===== config.mk =====
export PLATFORM = sky130hd
export DESIGN_NAME = mem_access_unit
export DESIGN_NICKNAME = d
export VERILOG_FILES = /design/src/rtl/mem_access_unit.sv
export SDC_FILE = /design/constraint.sdc
export NUM_CORES = 1
export LEC_CHECK = 0
export ABC_CLOCK_PERIOD_IN_PS = 1800
export CORE_UTILIZATION = 37
export DETAILED_ROUTE_END_ITERATION = 12
export HOLD_SLACK_MARGIN = 0.02
export MAX_ROUTING_LAYER = met4
export PLACE_DENSITY = 0.76
export SYNTH_ARGS = -nofsm -noshare
export SYNTH_HDL_FRONTEND = slang
export SYNTH_SLANG_ARGS = --single-unit

===== constraint.sdc =====
create_clock -name clk -period 1.8 [get_ports clk]
set_input_delay 0.45 -clock clk [delete_from_list [all_inputs] [get_ports clk]]
set_output_delay 0.45 -clock clk [all_outputs]
set_load 0.1 [all_outputs]

===== src/rtl/mem_access_unit.sv =====
// mem_access_unit
// Memory-side stage for the multicycle controller. Each single-cycle access
// request (instruction fetch or data load/store) becomes a req/gnt/rvalid
// transaction on a variable-latency memory port. Read data lands in IR for
// fetches and MDR for data loads. busy/done let the controller stall its FSM.
module mem_access_unit #(
    parameter int AW      = 32,
    parameter int DW      = 32,
    parameter int TIMEOUT = 16
) (
    input  logic          clk,
    input  logic          rstn,
    input  logic          req_valid,
    input  logic          req_we,
    input  logic          req_iord,
    input  logic [AW-1:0] req_addr,
    input  logic [DW-1:0] req_wdata,
    output logic          busy,
    output logic          done,
    output logic          err,
    output logic [DW-1:0] ir,
    output logic [DW-1:0] mdr,
    output logic          mem_req,
    output logic          mem_we,
    output logic [AW-1:0] mem_addr,
    output logic [DW-1:0] mem_wdata,
    input  logic          mem_gnt,
    input  logic          mem_rvalid,
    input  logic [DW-1:0] mem_rdata
);

    localparam int CW = (TIMEOUT > 1) ? $clog2(TIMEOUT) : 1;

    typedef enum logic [1:0] {
        S_IDLE = 2'd0,
        S_REQ  = 2'd1,
        S_WAIT = 2'd2,
        S_DONE = 2'd3
    } state_t;

    state_t        state;
    state_t        next_state;
    logic [CW-1:0] cnt;
    logic          iord_q;
    logic          capture;
    logic          fail;
    logic          accept;

    // A request is only taken in idle; a misaligned one never reaches memory.
    assign accept = (state == S_IDLE) && req_valid && (req_addr[1:0] == 2'b00);

    // busy is the only combinational output.
    assign busy = (state != S_IDLE);

    // State register.
    always_ff @(posedge clk) begin
        // NOTE: sequential state uses non-blocking assignments so every register
        // samples pre-edge values regardless of statement order.
        if (!rstn) begin
            state <= S_IDLE;
        end else begin
            state <= next_state;
        end
    end

    // Next-state logic plus the capture and error decisions for this cycle.
    always_comb begin
        // NOTE: every signal written here gets a default first so no path can
        // leave it unassigned and infer a latch.
        next_state = state;
        capture    = 1'b0;
        fail       = 1'b0;
        case (state)
            S_IDLE: begin
                if (req_valid) begin
                    if (req_addr[1:0] != 2'b00) begin
                        next_state = S_DONE;
                        fail       = 1'b1;
                    end else begin
                        next_state = S_REQ;
                    end
                end
            end
            S_REQ: begin
                // No timeout here: the memory may stall the grant indefinitely.
                if (mem_gnt) begin
                    if (mem_we) begin
                        next_state = S_DONE;
                    end else if (mem_rvalid) begin
                        capture    = 1'b1;
                        next_state = S_DONE;
                    end else begin
                        next_state = S_WAIT;
                    end
                end
            end
            S_WAIT: begin
                // rvalid takes priority over a timeout landing in the same cycle.
                if (mem_rvalid) begin
                    capture    = 1'b1;
                    next_state = S_DONE;
                end else if (cnt == CW'(TIMEOUT - 1)) begin
                    fail       = 1'b1;
                    next_state = S_DONE;
                end
            end
            S_DONE: begin
                next_state = S_IDLE;
            end
            default: begin
                next_state = S_IDLE;
            end
        endcase
    end

    // Wait-state cycle counter; cleared whenever the FSM is not waiting.
    always_ff @(posedge clk) begin
        if (!rstn) begin
            cnt <= '0;
        end else if (state == S_WAIT && next_state == S_WAIT) begin
            cnt <= cnt + CW'(1);
        end else begin
            cnt <= '0;
        end
    end

    // Registered outputs: handshake, memory port fields and the IR/MDR capture.
    always_ff @(posedge clk) begin
        if (!rstn) begin
            done      <= 1'b0;
            err       <= 1'b0;
            mem_req   <= 1'b0;
            mem_we    <= 1'b0;
            mem_addr  <= '0;
            mem_wdata <= '0;
            iord_q    <= 1'b0;
            ir        <= '0;
            mdr       <= '0;
        end else begin
            done    <= (next_state == S_DONE);
            err     <= fail;
            mem_req <= (next_state == S_REQ);

            // Port fields are loaded once on acceptance and held through S_REQ.
            if (accept) begin
                mem_we    <= req_we;
                mem_addr  <= {req_addr[AW-1:2], 2'b00};
                mem_wdata <= req_wdata;
                iord_q    <= req_iord;
            end else if (state == S_REQ && mem_gnt) begin
                mem_we <= 1'b0;
            end

            // Exactly one of IR/MDR is written per completed read.
            if (capture) begin
                if (iord_q) begin
                    mdr <= mem_rdata;
                end else begin
                    ir <= mem_rdata;
                end
            end
        end
    end

endmodule

==> impl_metrics.ini <==
[outcome]
status = completed

[critical_path]
r2r_setup_slack_ns = 0.06
rr_worst_depth = 8
rr_startpoint = state[0]
start_kind = flop
end_kind = output pin
cp.arrival_ns = 1.32
rr_endpoint = mem_addr[24]
criticalPathCategory = flop to output pin
crit_path_max_fanout = 5
cp.required_ns = 1.35

[floorplanning]
dieArea_um2 = 14510
fp.coreArea_um2 = 13450
initial_core_util_pct = 38.60
die_x_um = 120.5
num_rows = 42
die_h_um = 120.5
io_pins = 236

[worst_hold_path]
hold_start = rstn
min_to = ir[24]
hp-class = primary input to flop
whs_path_depth = 3

[sta]
post-route-min-period_ns = 1.768
rsz0062_at_grt = true
clock.fmax_mhz = 565.6
period_share_pct = 98.22
setup_viol = 0
finalSetupTns_ns = 0
timing.final.ws_setup_ns = 0.03200
whs_ns = 0.4142
clock-skew-final_ns = 0.007604
hold_viol = 0
slew_violations = 0

[grt]
grt_pass1_wl_um = 25630
grt_pass1_vias = 5074
track_usage_pct = 23.63
overflow = 0
antenna_found_initial = 1
grt_max_degree = 86

[finish]
layout.nets = 961
final_area_um2 = 9973
synthToLayoutAreaGrowth_pct = 92.07
drive_above_1_share_pct = 24.57

[synth]
synth_edf_count = 0
ys.flop_type = dfxtp_1
synthAdderAreaFrac_pct = 0.9639
synth_top_family_by_area = simple AND/OR/NAND/NOR gates
syn-cell-area_um2 = 5192
synthMuxAreaShare_pct = 0
async_flop_share_pct = 0
yosysUniqueCellTypes = 37
yosysWarnings = 0
yosys-top-cells-area = dfxtp_1 (53%), nand2_1 (14%), a21boi_0 (9.4%)
ys_seq_elements = 137
synth_top_area_cell = dfxtp_1
synth-seq-area-share_pct = 52.82
synthXorXnorAreaFrac_pct = 0.3373
yosys.area_share.simple_pct = 23.78
postSynthAreaPerCell_um2 = 8.402
synth.top_cell.area_share_pct = 52.82
syn_inst = 618
synth_compound_area_share_pct = 17.40

[power_and_ir_drop]
ir_worst_vdd_mv = 0.6777
power_leakage_uw = 0.003648
switching_share_pct = 35.05
internal-power_uw = 7102
seqPwrFrac_pct = 32.0
powerDensity_nw_per_um2 = 1096
p_sw_uw = 3832
p_clk_share_pct = 33.1
comb_power_share_pct = 34.9

[route]
drc = 0
dr.pass1.iters = 4
ant_nets = 0
drtIter0Drc = 206
wl_per_cell_um = 17.26
via_count = 5203
routed_wl_um = 18020
via_per_inst = 4.984

[place]
place.gp.congestion = 0.7983
dp_hpwl_um = 11450
place_ws_ns = -0.3433
placed_area_um2 = 9071
port_buffers = 233

[clock_tree]
h-tree-depth = 4
cts_made_buffers = 17
cts_root_buf = clkbuf_16
clock-sinks = 137
cts_max_path_buffers = 2
insertion_delay_ns = 0.42
clkTransAtPathRegs_ns = 0.06
cts_tree = yes

[job]
cap_viol_max_count = 0
-- registers in the layout, summed over array words and instances, names as in the netlist --
register	cells
cnt	4
done	1
err	1
iord_q	1
ir	32
mdr	32
mem_addr	30
mem_req	1
mem_wdata	32
mem_we	1
state	2
-- layout by cell type (no fill, tap or decap), types with 2 or more instances in the layout --
master	instances
nand2_1	194
nor2_1	4
clkdlybuf4s50_1	100
o21ai_1	7
nand3_1	67
inv_1	2
clkbuf_8	5
conb_1	2
ha_4	2
dfxtp_1	134
dfxtp_2	2
o21ai_0	58
clkbuf_1	3
a21boi_0	63
clkinvlp_4	2
nand3b_1	2
bufinv_16	3
inv_4	2
buf_4	18
buf_6	3
a21boi_1	2
clkinv_2	3
buf_12	138
clkbuf_16	22
nor4b_4	2
-- final cells by class --
| cell class | count | area (um^2) |
|---|---|---|
| Sequential cell | 137 | 2749 |
| Multi-Input combinational cell | 427 | 2258 |
| Antenna cell | 1 | 2.502 |
| Clock buffer | 25 | 505.5 |
| Inverter | 5 | 27.53 |
| Fill cell | 913 | 3480 |
| Clock inverter | 7 | 112.6 |
| Timing Repair Buffer | 266 | 4098 |
| Tap cell | 176 | 220.2 |
-- cell usage after synthesis (2+ instances only) --
| cell type | instances |
|---|---|
| buf_4 | 2 |
| nand2_1 | 194 |
| o21ai_1 | 6 |
| buf_2 | 15 |
| clkbuf_1 | 32 |
| nor2_1 | 4 |
| o21ai_0 | 59 |
| a21boi_0 | 65 |
| inv_1 | 5 |
| nand3_1 | 68 |
| ha_1 | 4 |
| nand3b_1 | 2 |
| dfxtp_1 | 137 |
| nor4b_4 | 2 |
-- routing by layer --
metal / routed length (um) / GRT usage, % / part of all wire [%]
met1: 6964 / 25.06 / 39
met5: 0 / - / 0
met3: 1754 / 9.198 / 9.7
met2: 8878 / 39.37 / 49
met4: 421 / 9.722 / 2.3
-- logic make-up (layout without fill, tap and decap cells) --
family,after synthesis,count (layout)
buf+inv,55,303
xor+xnor,2,2
fa+ha+maj,4,4
simple gates,281,281
compound gates,138,138
flops,137,137
other cells,1,3
-- repair_timing --
action	in CTS	in global routing
setup buffers	5	3
setup endpoints to repair	2	61
gates resized for setup	3	12
gates cloned	1	6
pin swaps	2	4
hold buffers	0	0
-- how the worst max path moves through the flow --
stage             start      to  slack [ns]  cells after the start
6_report       state[0]    busy        0.03                      4
5_1_grt        state[0]    busy       -0.01                      4
4_1_cts        state[0]    busy        0.02                      4
3_5_place_dp    mem_gnt  ir[12]       -0.34                      6
3_3_place_gp    mem_gnt  ir[30]       -0.28                      6
2_1_floorplan  state[0]  cnt[2]        0.05                      6
-- power groups by stage --
stage,sequential [uW],combinational (uW),clock [uW]
2_1_floorplan,4840,817,0
3_3_place_gp,3540,3500,0
3_5_place_dp,3550,3540,0
4_1_cts,3490,3690,3680
5_1_grt,3530,3970,3810
6_report,3500,3810,3620
-- worst max-delay path, cell delays in order, from the launching register on --
cell and delay (ns):
dfxtp_4 0.37, inv_4 0.07, ha_4 0.17, clkinvlp_4 0.12
buf_12 0.18
-- metrics by stage --
stage,total power [uW],instances,util [%]
3_5_place_dp,7090,996,67.43
5_1_grt,11310,1044,74.13
6_report,10930,1044,74.13
2_1_floorplan,5655,619,-
3_3_place_gp,7049,996,67.43
4_1_cts,10860,1034,72.64
No activity file was read; power rests on OpenSTA's default activity.
